### config.mk
export PLATFORM = sky130hd
export DESIGN_NAME = biu_prefetch_queue_flat
export DESIGN_NICKNAME = d
export VERILOG_FILES = /design/src/rtl/biu_prefetch_queue_pkg.sv /design/src/rtl/biu_prefetch_queue_if.sv /design/src/rtl/biu_prefetch_queue_fifo.sv /design/src/rtl/biu_prefetch_queue.sv /design/src/flat_wrapper.sv
export SDC_FILE = /design/constraint.sdc
export NUM_CORES = 1
export LEC_CHECK = 0
export ABC_AREA = 1
export CAP_MARGIN = 10
export CORE_ASPECT_RATIO = 0.5
export CORE_MARGIN = 4
export CORE_UTILIZATION = 45
export CTS_CLUSTER_DIAMETER = 80
export DETAILED_ROUTE_END_ITERATION = 7
export PLACE_DENSITY = 0.75
export SLEW_MARGIN = 20
export SYNTH_ARGS = -nofsm -noshare
export SYNTH_HDL_FRONTEND = slang
export SYNTH_HIERARCHICAL = 1
export SYNTH_SLANG_ARGS = --single-unit
### constraint.sdc
create_clock -name clk -period 6 [get_ports clk]
set_input_delay 1.2 -clock clk [delete_from_list [all_inputs] [get_ports clk]]
set_output_delay 1.2 -clock clk [all_outputs]
set_load 0.01 [all_outputs]
### src/rtl/biu_prefetch_queue_pkg.sv
// Shared types and helpers for the BIU prefetch queue: bus-cycle states and
// segment:offset to physical address translation.
package biu_pkg;

  localparam int SEG_SHIFT = 4;

  typedef enum logic [2:0] {IDLE, T1, T2, T3, TW, T4} biu_state_t;

  // Full 21-bit sum; the caller reduces it modulo 2^ADDR_W.
  function automatic logic [20:0] phys_addr(input logic [15:0] seg, input logic [15:0] off);
    return ({5'b0, seg} << SEG_SHIFT) + {5'b0, off};
  endfunction

endpackage

### src/rtl/biu_prefetch_queue_if.sv
// External bus of the prefetch unit: address/strobes out, READY and read data in.
interface biu_prefetch_queue_if #(
  parameter int BUS_BYTES = 1,
  parameter int ADDR_W    = 20
);
  logic [ADDR_W-1:0]      addr;
  logic                   ale;
  logic                   rd_n;
  logic                   ready;
  logic [8*BUS_BYTES-1:0] bus_data;

  modport master (output addr, output ale, output rd_n, input ready, input bus_data);
  modport slave  (input addr, input ale, input rd_n, output ready, output bus_data);
endinterface

### src/rtl/biu_prefetch_queue_fifo.sv
// Byte FIFO with a multi-byte push (0..MAX_PUSH bytes per edge), single pop
// and synchronous clear. Storage is not reset; only pointers and count are.
module byte_fifo #(
  parameter int DEPTH    = 6,
  parameter int MAX_PUSH = 1
) (
  input  logic                         clk,
  input  logic                         reset,
  input  logic                         i_clear,
  input  logic [$clog2(MAX_PUSH+1)-1:0] i_push_n,
  input  logic [8*MAX_PUSH-1:0]        i_push_data,
  input  logic                         i_pop,
  output logic [7:0]                   o_head,
  output logic [$clog2(DEPTH+1)-1:0]   o_count
);
  localparam int PTR_W = $clog2(DEPTH);
  localparam int CNT_W = $clog2(DEPTH+1);

  logic [7:0]       r_mem [DEPTH];
  logic [PTR_W-1:0] r_rd;
  logic [PTR_W-1:0] r_wr;
  logic [CNT_W-1:0] r_cnt;
  logic             w_do_pop;

  // Pointers wrap modulo DEPTH, which need not be a power of two.
  function automatic logic [PTR_W-1:0] ptr_add(input logic [PTR_W-1:0] p, input int k);
    int s;
    s = int'(p) + k;
    if (s >= DEPTH) s = s - DEPTH;
    return PTR_W'(s);
  endfunction

  assign w_do_pop = i_pop && (r_cnt != '0);

  always_ff @(posedge clk) begin
    if (!reset || i_clear) begin
      r_rd  <= '0;
      r_wr  <= '0;
      r_cnt <= '0;
    end else begin
      if (w_do_pop) r_rd <= ptr_add(r_rd, 1);
      r_wr  <= ptr_add(r_wr, int'(i_push_n));
      r_cnt <= r_cnt + CNT_W'(i_push_n) - CNT_W'(w_do_pop);
    end
  end

  always_ff @(posedge clk) begin
    if (!i_clear) begin
      for (int i = 0; i < MAX_PUSH; i++) begin
        if (i < int'(i_push_n)) r_mem[ptr_add(r_wr, i)] <= i_push_data[8*i +: 8];
      end
    end
  end

  assign o_head  = r_mem[r_rd];
  assign o_count = r_cnt;

endmodule

### src/rtl/biu_prefetch_queue.sv
// Autonomous code prefetcher: runs T1-T4 bus cycles (with READY wait states)
// at CS:IP and stuffs the fetched bytes into a byte FIFO read by the EU.
module biu_prefetch_queue
  import biu_pkg::*;
#(
  parameter int DEPTH     = 6,
  parameter int BUS_BYTES = 1,
  parameter int ADDR_W    = 20
) (
  input  logic                       clk,
  input  logic                       reset,
  input  logic [15:0]                cs,
  input  logic                       ip_load_en,
  input  logic [15:0]                ip_load_val,
  input  logic                       fetch_en,
  biu_prefetch_queue_if.master       bus,
  input  logic                       q_pop,
  output logic [7:0]                 q_byte,
  output logic                       q_valid,
  output logic [$clog2(DEPTH+1)-1:0] q_count,
  output logic [15:0]                fetch_ip,
  output logic                       bus_busy
);
  localparam int PN_W  = $clog2(BUS_BYTES+1);
  localparam int CNT_W = $clog2(DEPTH+1);

  biu_state_t             r_state;
  logic [15:0]            r_fetch_ip;
  logic                   r_abort;
  logic [ADDR_W-1:0]      r_addr;
  logic                   r_ale;
  logic                   r_rd_n;
  logic [8*BUS_BYTES-1:0] r_cap;

  logic [PN_W-1:0]        w_push_n;
  logic [15:0]            w_ip_after;
  logic                   w_start;
  logic                   w_capture;
  logic [8*BUS_BYTES-1:0] w_lane;
  logic [CNT_W-1:0]       w_count;

  // An odd address on a 16-bit bus only yields its high byte.
  function automatic int fetch_len(input logic [15:0] ip);
    return (BUS_BYTES == 2 && ip[0]) ? 1 : BUS_BYTES;
  endfunction

  // Start check uses the post-push count so back-to-back fetches never overfill.
  always_comb begin
    w_push_n   = '0;
    w_ip_after = r_fetch_ip;
    if (r_state == T4 && !r_abort) begin
      w_ip_after = r_fetch_ip + 16'(fetch_len(r_fetch_ip));
      if (!ip_load_en) w_push_n = PN_W'(fetch_len(r_fetch_ip));
    end
    w_start   = fetch_en && !ip_load_en &&
                ((DEPTH - int'(w_count) - int'(w_push_n)) >= fetch_len(w_ip_after));
    w_capture = (r_state == T3 || r_state == TW) && bus.ready;
    w_lane    = (BUS_BYTES == 2 && r_fetch_ip[0]) ? (bus.bus_data >> 8) : bus.bus_data;
  end

  always_ff @(posedge clk) begin
    if (!reset) begin
      r_state    <= IDLE;
      r_fetch_ip <= '0;
      r_abort    <= 1'b0;
      r_addr     <= '0;
      r_ale      <= 1'b0;
      r_rd_n     <= 1'b1;
    end else begin
      r_fetch_ip <= ip_load_en ? ip_load_val : w_ip_after;
      if (ip_load_en && r_state inside {T1, T2, T3, TW}) r_abort <= 1'b1;
      else if (r_state == T4)                             r_abort <= 1'b0;
      unique case (r_state)
        IDLE, T4: begin
          if (w_start) begin
            r_state <= T1;
            r_ale   <= 1'b1;
            r_addr  <= ADDR_W'(phys_addr(cs, w_ip_after));
          end else begin
            r_state <= IDLE;
          end
        end
        T1: begin
          r_state <= T2;
          r_ale   <= 1'b0;
          r_rd_n  <= 1'b0;
        end
        T2: r_state <= T3;
        T3, TW: begin
          if (bus.ready) begin
            r_state <= T4;
            r_rd_n  <= 1'b1;
          end else begin
            r_state <= TW;
          end
        end
        default: r_state <= IDLE;
      endcase
    end
  end

  always_ff @(posedge clk) begin
    if (w_capture) r_cap <= w_lane;
  end

  byte_fifo #(.DEPTH(DEPTH), .MAX_PUSH(BUS_BYTES)) u_fifo (
    .clk         (clk),
    .reset       (reset),
    .i_clear     (ip_load_en),
    .i_push_n    (w_push_n),
    .i_push_data (r_cap),
    .i_pop       (q_pop),
    .o_head      (q_byte),
    .o_count     (w_count)
  );

  assign bus.addr = r_addr;
  assign bus.ale  = r_ale;
  assign bus.rd_n = r_rd_n;
  assign q_count  = w_count;
  assign q_valid  = (w_count != '0);
  assign fetch_ip = r_fetch_ip;
  assign bus_busy = (r_state != IDLE);

endmodule

### src/flat_wrapper.sv
// flat-port wrapper written by rule: the top's interface ports become plain ports
module biu_prefetch_queue_flat import biu_pkg::*;
#(
  parameter int DEPTH     = 6,
  parameter int BUS_BYTES = 1,
  parameter int ADDR_W    = 20
)
  (clk, reset, cs, ip_load_en, ip_load_val, fetch_en, q_pop, q_byte, q_valid, q_count, fetch_ip, bus_busy, bus_addr, bus_ale, bus_rd_n, bus_ready, bus_bus_data);
  biu_prefetch_queue_if #(.BUS_BYTES(BUS_BYTES), .ADDR_W(ADDR_W)) bus_i ();
  input  logic clk;
  input  logic reset;
  input  logic [15:0] cs;
  input  logic ip_load_en;
  input  logic [15:0] ip_load_val;
  input  logic fetch_en;
  input  logic q_pop;
  output logic [7:0] q_byte;
  output logic q_valid;
  output logic [$clog2(DEPTH+1)-1:0] q_count;
  output logic [15:0] fetch_ip;
  output logic bus_busy;
  output wire logic [$bits(bus_i.addr)-1:0] bus_addr;
  output wire logic [$bits(bus_i.ale)-1:0] bus_ale;
  output wire logic [$bits(bus_i.rd_n)-1:0] bus_rd_n;
  input wire logic [$bits(bus_i.ready)-1:0] bus_ready;
  input wire logic [$bits(bus_i.bus_data)-1:0] bus_bus_data;
  assign bus_addr = bus_i.addr;
  assign bus_ale = bus_i.ale;
  assign bus_rd_n = bus_i.rd_n;
  assign bus_i.ready = bus_ready;
  assign bus_i.bus_data = bus_bus_data;
  biu_prefetch_queue #(.DEPTH(DEPTH), .BUS_BYTES(BUS_BYTES), .ADDR_W(ADDR_W)) u_core (.clk(clk), .reset(reset), .cs(cs), .ip_load_en(ip_load_en), .ip_load_val(ip_load_val), .fetch_en(fetch_en), .bus(bus_i), .q_pop(q_pop), .q_byte(q_byte), .q_valid(q_valid), .q_count(q_count), .fetch_ip(fetch_ip), .bus_busy(bus_busy));
endmodule
* Yosys cells after proc, flatten, opt, wreduce, memory -nomap -nowiden
Memory sizes are Yosys's and may differ from the RTL's. A register that Yosys moved wholly into a read port is not among the register bits.
Cells that the tools add are included.
W data, S select, Z words.
** Word-level totals
- Register bits :: 59
- Bits in latches :: 0
- Bits in writable memories :: 48
- Memory bits (read-only) :: 0
- Input bits :: 46
- Logic and storage cells :: 80
- Memories :: 1
** Memories
- u_core.u_fifo.r_mem :: words 6, bits a word 8, read ports 1, clocked after memory_dff 1, write ports 1, RTL line biu_prefetch_queue_fifo.sv:19 : logic [7:0] r_mem [DEPTH];
** Operators by class
- $add $sub $neg :: 11
- Multipliers :: 0
- Div/mod/pow operators :: 0
- $lt $le $gt $ge :: 5
- Equality and inequality tests :: 7
- Shifts and indexed selects :: 0
- Mux-type cells :: 23
- Bitwise logic cells :: 0
- Reductions and logical operators :: 23
** Operators by type and width (count)
- $ge A32 B2 Y1 const B :: 1
- $mux W16 :: 2
- $sub A32 B2 Y32 :: 1
- $mux W3 :: 7
- $add A20 B16 Y20 :: 1
- $add A16 B1 Y16 const B :: 1
- $pmux W3 S4 :: 1
- $mux W1 :: 11
- $sub A3 B3 Y3 const B :: 3
- $ge A4 B3 Y1 const B :: 2
- $eq A3 B2 Y1 const B :: 2
- $eq A3 B3 Y1 const B :: 2
- $logic_and A1 B1 Y1 :: 6
- $reduce_and A2 Y1 :: 3
- $reduce_bool A2 Y1 :: 3
- $reduce_bool A3 Y1 :: 2
- $add A3 B1 Y4 :: 1
- $add A3 B1 Y4 const B :: 1
- $pmux W1 S2 :: 2
- $reduce_bool A4 Y1 :: 1
- $reduce_or A2 Y1 :: 2
- $sub A3 B3 Y4 const A :: 1
- $add A3 B1 Y3 :: 1
- $eq A3 B1 Y1 const B :: 1
- 8 further kinds :: 11

* Logic depth before layout (Yosys ltp)
- Depth after elaboration :: 8
- Gate-level depth with buffers :: 21
- Depth with buffers taken out :: 21

* By module
The synthesis kept the hierarchy.
** By module, submodules not included
- biu_prefetch_queue :: instances 1, cells an instance 496, area an instance 3246.9 um2, seq. area each 1081.0 um2
- byte_fifo :: instances 1, cells an instance 232, area an instance 2552.4 um2, seq. area each 1681.6 um2

* Least setup slack after synthesis
No wires, ideal clock.
- Kind :: input -> register
- From :: input ip_load_en
- To :: register u_core.r_addr[16] (netlist: u_core/bus.addr[16])
- Setup time :: 0.109 ns
- Arrival time :: 2.746 ns
- Required time :: 5.891 ns
- Path slack :: 3.145 ns
- Stages on the path :: 13
- Cell sequence :: buf_2 nor2_1 ha_1 ha_1 nand3_1 nand3_2 nor2_4 nand2_4 inv_4 buf_4 nand3_1 nand2_1 inv_1
** Between the ends
- Word-level cells in the longest chain between the ends :: 6
** RTL lines
- from (decl) :: RTL line flat_wrapper.sv:13 : input logic ip_load_en;
- $mux W1 :: RTL line biu_prefetch_queue.sv:53 : if (!ip_load_en) w_push_n = PN_W'(fetch_len(r_fetch_ip));
- $mux W1 :: RTL line biu_prefetch_queue.sv:51 : if (r_state == T4 && !r_abort) begin
- named net u_core.w_push_n :: RTL line biu_prefetch_queue.sv:35 : logic [PN_W-1:0] w_push_n;
- $sub A32 B2 Y32 :: RTL line biu_prefetch_queue.sv:56 : ((DEPTH - int'(w_count) - int'(w_push_n)) >= fetch_len(w_ip_after));
- $ge A32 B2 Y1 :: RTL line biu_prefetch_queue.sv:56
- $logic_and A1 B1 Y1 :: RTL line biu_prefetch_queue.sv:55 : w_start = fetch_en && !ip_load_en &&
- $reduce_and A2 Y1 (no line)
- to (signal assigned) :: RTL line biu_prefetch_queue.sv:78 : r_addr <= ADDR_W'(phys_addr(cs, w_ip_after));
- to (decl) :: RTL line biu_prefetch_queue.sv:30 : logic [ADDR_W-1:0] r_addr;
The timed path passes the listed nets, and every way through them passes these cells.
A chain may end at the register's enable or synchronous reset.

==> results.toml <==
[clock_network]
cts.repair_timing.setup_buffer_count = 0
clkSlewWorstSetupHoldPaths_ps = 70
clk-insertion-delay-late_ps = 350
tritoncts = "done"
cts_hold_repair.buffers = 0
cts-htree-levels = 3
tritoncts_num_sinks = 110
cts_max_path_buffers = 2
post_cts.resized_instances = 0
tritoncts.num_buffers = 9
cell_at_the_root_of_the_clock_tree = "clkbuf_16"

[sta]
timing.final.max_slew_violations = 0
finalWorstPathRequiredPeriod_ps = 3576
fin_crit_sh_pct = 59.61
finalHoldWorstSlack_ps = 468.0
setup_viol_count_final = 0
fin_worst_skew_ps = 7.019
hold_viol_final = 0
final.setup.worst_slack_ps = 2424
relSlewSlack_pct = 30.47
rsz0062_at_grt = "false"
max_clock_freq_mhz = 279.6
setup_tns_ps = 0
worst-slew-pin-transition_ps = 1035

[grt]
total_routing_usage_reported_by_global_routing_pct = 18.73
vias_in_the_first_global_route = 4736
grt_overflow = 0
grt_max_degree = 36
antenna_violations_before_repair = 0
grt_first_pass_wirelength_um = 22450

[floorplan]
initial_core_utilization_pct = 47.57
die_height_um = 88.28
horizontal_die_dimension_um = 168.5
io_pins = 97
floorplan.core_area_um2 = 12190
design.die.area_um2 = 14880
rows = 28

[power_and_ir_drop]
switching_share_pct = 26.08
irDropWorstVdd_uv = 126.6
power_leakage_nw = 3.076
p_sw_uw = 430.0
clock_power_share_pct = 34.6
powerDensity_nw_per_um2 = 229.8
power_frac_seq_pct = 50.4
overall_power_after_layout_mw = 1.649
p_comb_share_pct = 15.0
p_int_mw = 1.219

[setup_path]
arrival_ps = 2380
rr_startpoint = "u_core/r_state[2]"
worst_r2r_endpoint = "u_core/bus.addr[15]"
timing.setup.critical_path_class = "register to output port"
critical_path_peak_fanout = 25
cp_data_required_time_ps = 4800
crit_buf_inv = 2
crit_chain = "inv_6 -> nand2_1 -> nand3_1 -> nand3_1 -> o21ai_1 -> clkdlybuf4s50_1"
r2r.worst_path.cells = 14
cpMostUsedCell = "nand3_1"
max_stage_delay_ps = 930
cp_top_family = "flip-flops"
crit_slowest_cell = "dfxtp_1"
endpoint_kind = "output port"
r2r_setup_slack_ps = 2940
crit_path_start_kind = "register"

[synthesis]
ys.warnings.count = 6
postSynthCellCount = 728
synth-edff-count = 56
yosys_most_used_dff = "edfxtp_1"
syn_area_per_cell_um2 = 7.966
synth-async-reset-ratio_pct = 0
synth.net_count = 801
yosys_register_bits = 110
netlist_area_um2 = 5799
synth.distinct_cells = 37
synth.yosys.seq_area_share_pct = 47.64

[final_layout]
n_fill_cell = 1111
finish.net_count = 896
postLayoutCellArea_um2 = 7176
postLayoutCoreUtil_pct = 58.86
layout_stage_area_growth_over_the_synthesis_result_pct = 23.73
drive_gt1_share_pct = 3.744
fin_cells = 993
diodes = 0

[drt]
detailed_route_drc_error_count = 0
detail_route.wl_per_cell_um = 13.56
dr.first_iter.drc_count = 252
wirelength_um = 13460
vias_per_instance = 4.907
drt-pass1-iter-count = 5
detailroute.via_count = 4873
final_antenna_net_count = 0

[hold_path]
hold_path_depth = 2
whs_endpoint = "u_core/bus.rd_n"
hold_path_startpoint = "u_core/bus.rd_n"
worstHoldPathType = "register to register"

[placed_design]
place_ws_ps = 2236
dpl-instance-area_um2 = 6888
gp_routability_congestion = 0.8558
numPlacedInstances = 977
place.detailed.hpwl_um = 10140
buffer_ports.inserted = 96

[outcome]
outcome = "finished, final reports clean"

[flow_run]
max_cap_violations = 0
==> layer usage <==
layer  wire length, um  global-route usage (%)  vias up
met5                 0                       0        -
met4               161                   4.860        0
met3               612                   3.525       17
met2              6540                   33.11      119
met1              6149                   24.19     2208
li1                  -                       -     2529
==> cell families (layout without fill, tap and decap cells) <==
group                      after synthesis  in the layout  synth area share [%]
adders and majority gates               27             27                 6.084
AOI/OAI and AO/OA                       87             87                 7.789
and+or+nand+nor                        357            357                 26.13
DFF                                    110            110                 47.64
xor gates and xnor gates                21             21                 3.171
buffers and inverters                  126            226                 9.191
==> worst register-to-register path, stage by stage (launching register included) <==
cell,delay [ps]
dfxtp_1,410
nand3_2,160
nor2_4,440
inv_1,190
nor2_1,300
ha_1,250
ha_1,260
nand3_1,100
nand3_2,90
nor2_4,130
nand2_4,90
inv_4,270
nand3_1,160
nand2_1,80
inv_1,40
==> final cells by class <==
cell class / instances / area (um^2) / area share [%]
clock buffer: 10 / 229.0 / 3.191
clock inverter: 6 / 53.80 / 0.7498
inverter: 109 / 416.7 / 5.806
multi-input combinational: 492 / 2509 / 34.96
sequential: 110 / 2763 / 38.50
tap: 165 / 206.4 / 2.877
timing repair buffer: 101 / 998.5 / 13.91
==> cell usage in the layout (no fill, tap or decap), drive strengths merged <==
cell           synthesis  layout
inv                  106     110
or2                    6       6
nand3b                 1       1
xor2                  10      10
clkbuf                 5      10
clkinvlp               0       1
nand2                182     182
buf                   12       5
a31oi                  1       1
nor3b                  1       1
a21oi                 32      32
nor3                  14      14
o21ai                 48      48
clkinv                 3       4
a211oi                 1       1
xnor2                 11      11
o31ai                  1       1
edfxtp                56      56
dfxtp                 54      54
clkdlybuf4s50          0      96
ha                    25      25
nor2                  83      83
nand3                 62      62
and2                   5       5
nand4                  3       3
fa                     2       2
o21bai                 4       4
==> registers in the layout, summed over array words and instances, names as in the netlist, named ones only <==
register,count
u_core/u_fifo/r_mem,48
u_core/bus.addr,20
u_core/fetch_ip,16
u_core/r_cap,8
u_core/r_state,3
u_core/u_fifo/o_count,3
u_core/u_fifo/r_rd,3
u_core/u_fifo/r_wr,3
u_core/bus.ale,1
u_core/bus.rd_n,1
u_core/r_abort,1
==> worst max-delay path by stage <==
stage / startpoint / to / depth (start not counted)
floorplan: ip_load_en / u_core/bus.addr[16] / 13
global placement: ip_load_en / u_core/u_fifo/r_mem[0][0] / 4
detailed placement: ip_load_en / u_core/u_fifo/r_mem[0][7] / 4
CTS: register / q_byte[7] / 6
global route: register / q_byte[2] / 6
finish: register / q_byte[2] / 6
==> power groups by stage <==
stage	Clock (mW)	Combinational [mW]	Sequential, mW
after floorplan	0	0.131	0.853
after global placement	0	0.242	0.849
after detailed placement	0	0.246	0.848
after CTS	0.578	0.248	0.832
after global routing	0.612	0.276	0.835
final	0.570	0.247	0.831
==> cell usage after synthesis (2+ instances only) <==
| library cell | count | share of area, % |
|---|---|---|
| clkbuf_1 | 5 | 0.32 |
| buf_4 | 5 | 0.65 |
| inv_1 | 102 | 6.6 |
| nor2_4 | 2 | 0.39 |
| nor3_1 | 14 | 1.2 |
| fa_1 | 2 | 0.69 |
| and2_1 | 5 | 0.54 |
| ha_1 | 25 | 5.4 |
| buf_6 | 4 | 0.78 |
| nand3_2 | 2 | 0.35 |
| o21bai_1 | 4 | 0.52 |
| xnor2_1 | 11 | 1.7 |
| nor2_1 | 80 | 5.2 |
| a21oi_1 | 32 | 2.8 |
| dfxtp_1 | 54 | 19 |
| o21ai_1 | 20 | 1.7 |
| buf_2 | 3 | 0.26 |
| xor2_1 | 10 | 1.5 |
| or2_1 | 5 | 0.54 |
| nand3_1 | 60 | 5.2 |
| nand2_1 | 180 | 12 |
| o21ai_0 | 28 | 2.4 |
| clkinv_1 | 3 | 0.19 |
| nand4_1 | 3 | 0.32 |
| edfxtp_1 | 56 | 29 |
| inv_2 | 2 | 0.13 |
No activity file was read; power rests on OpenSTA's default activity.
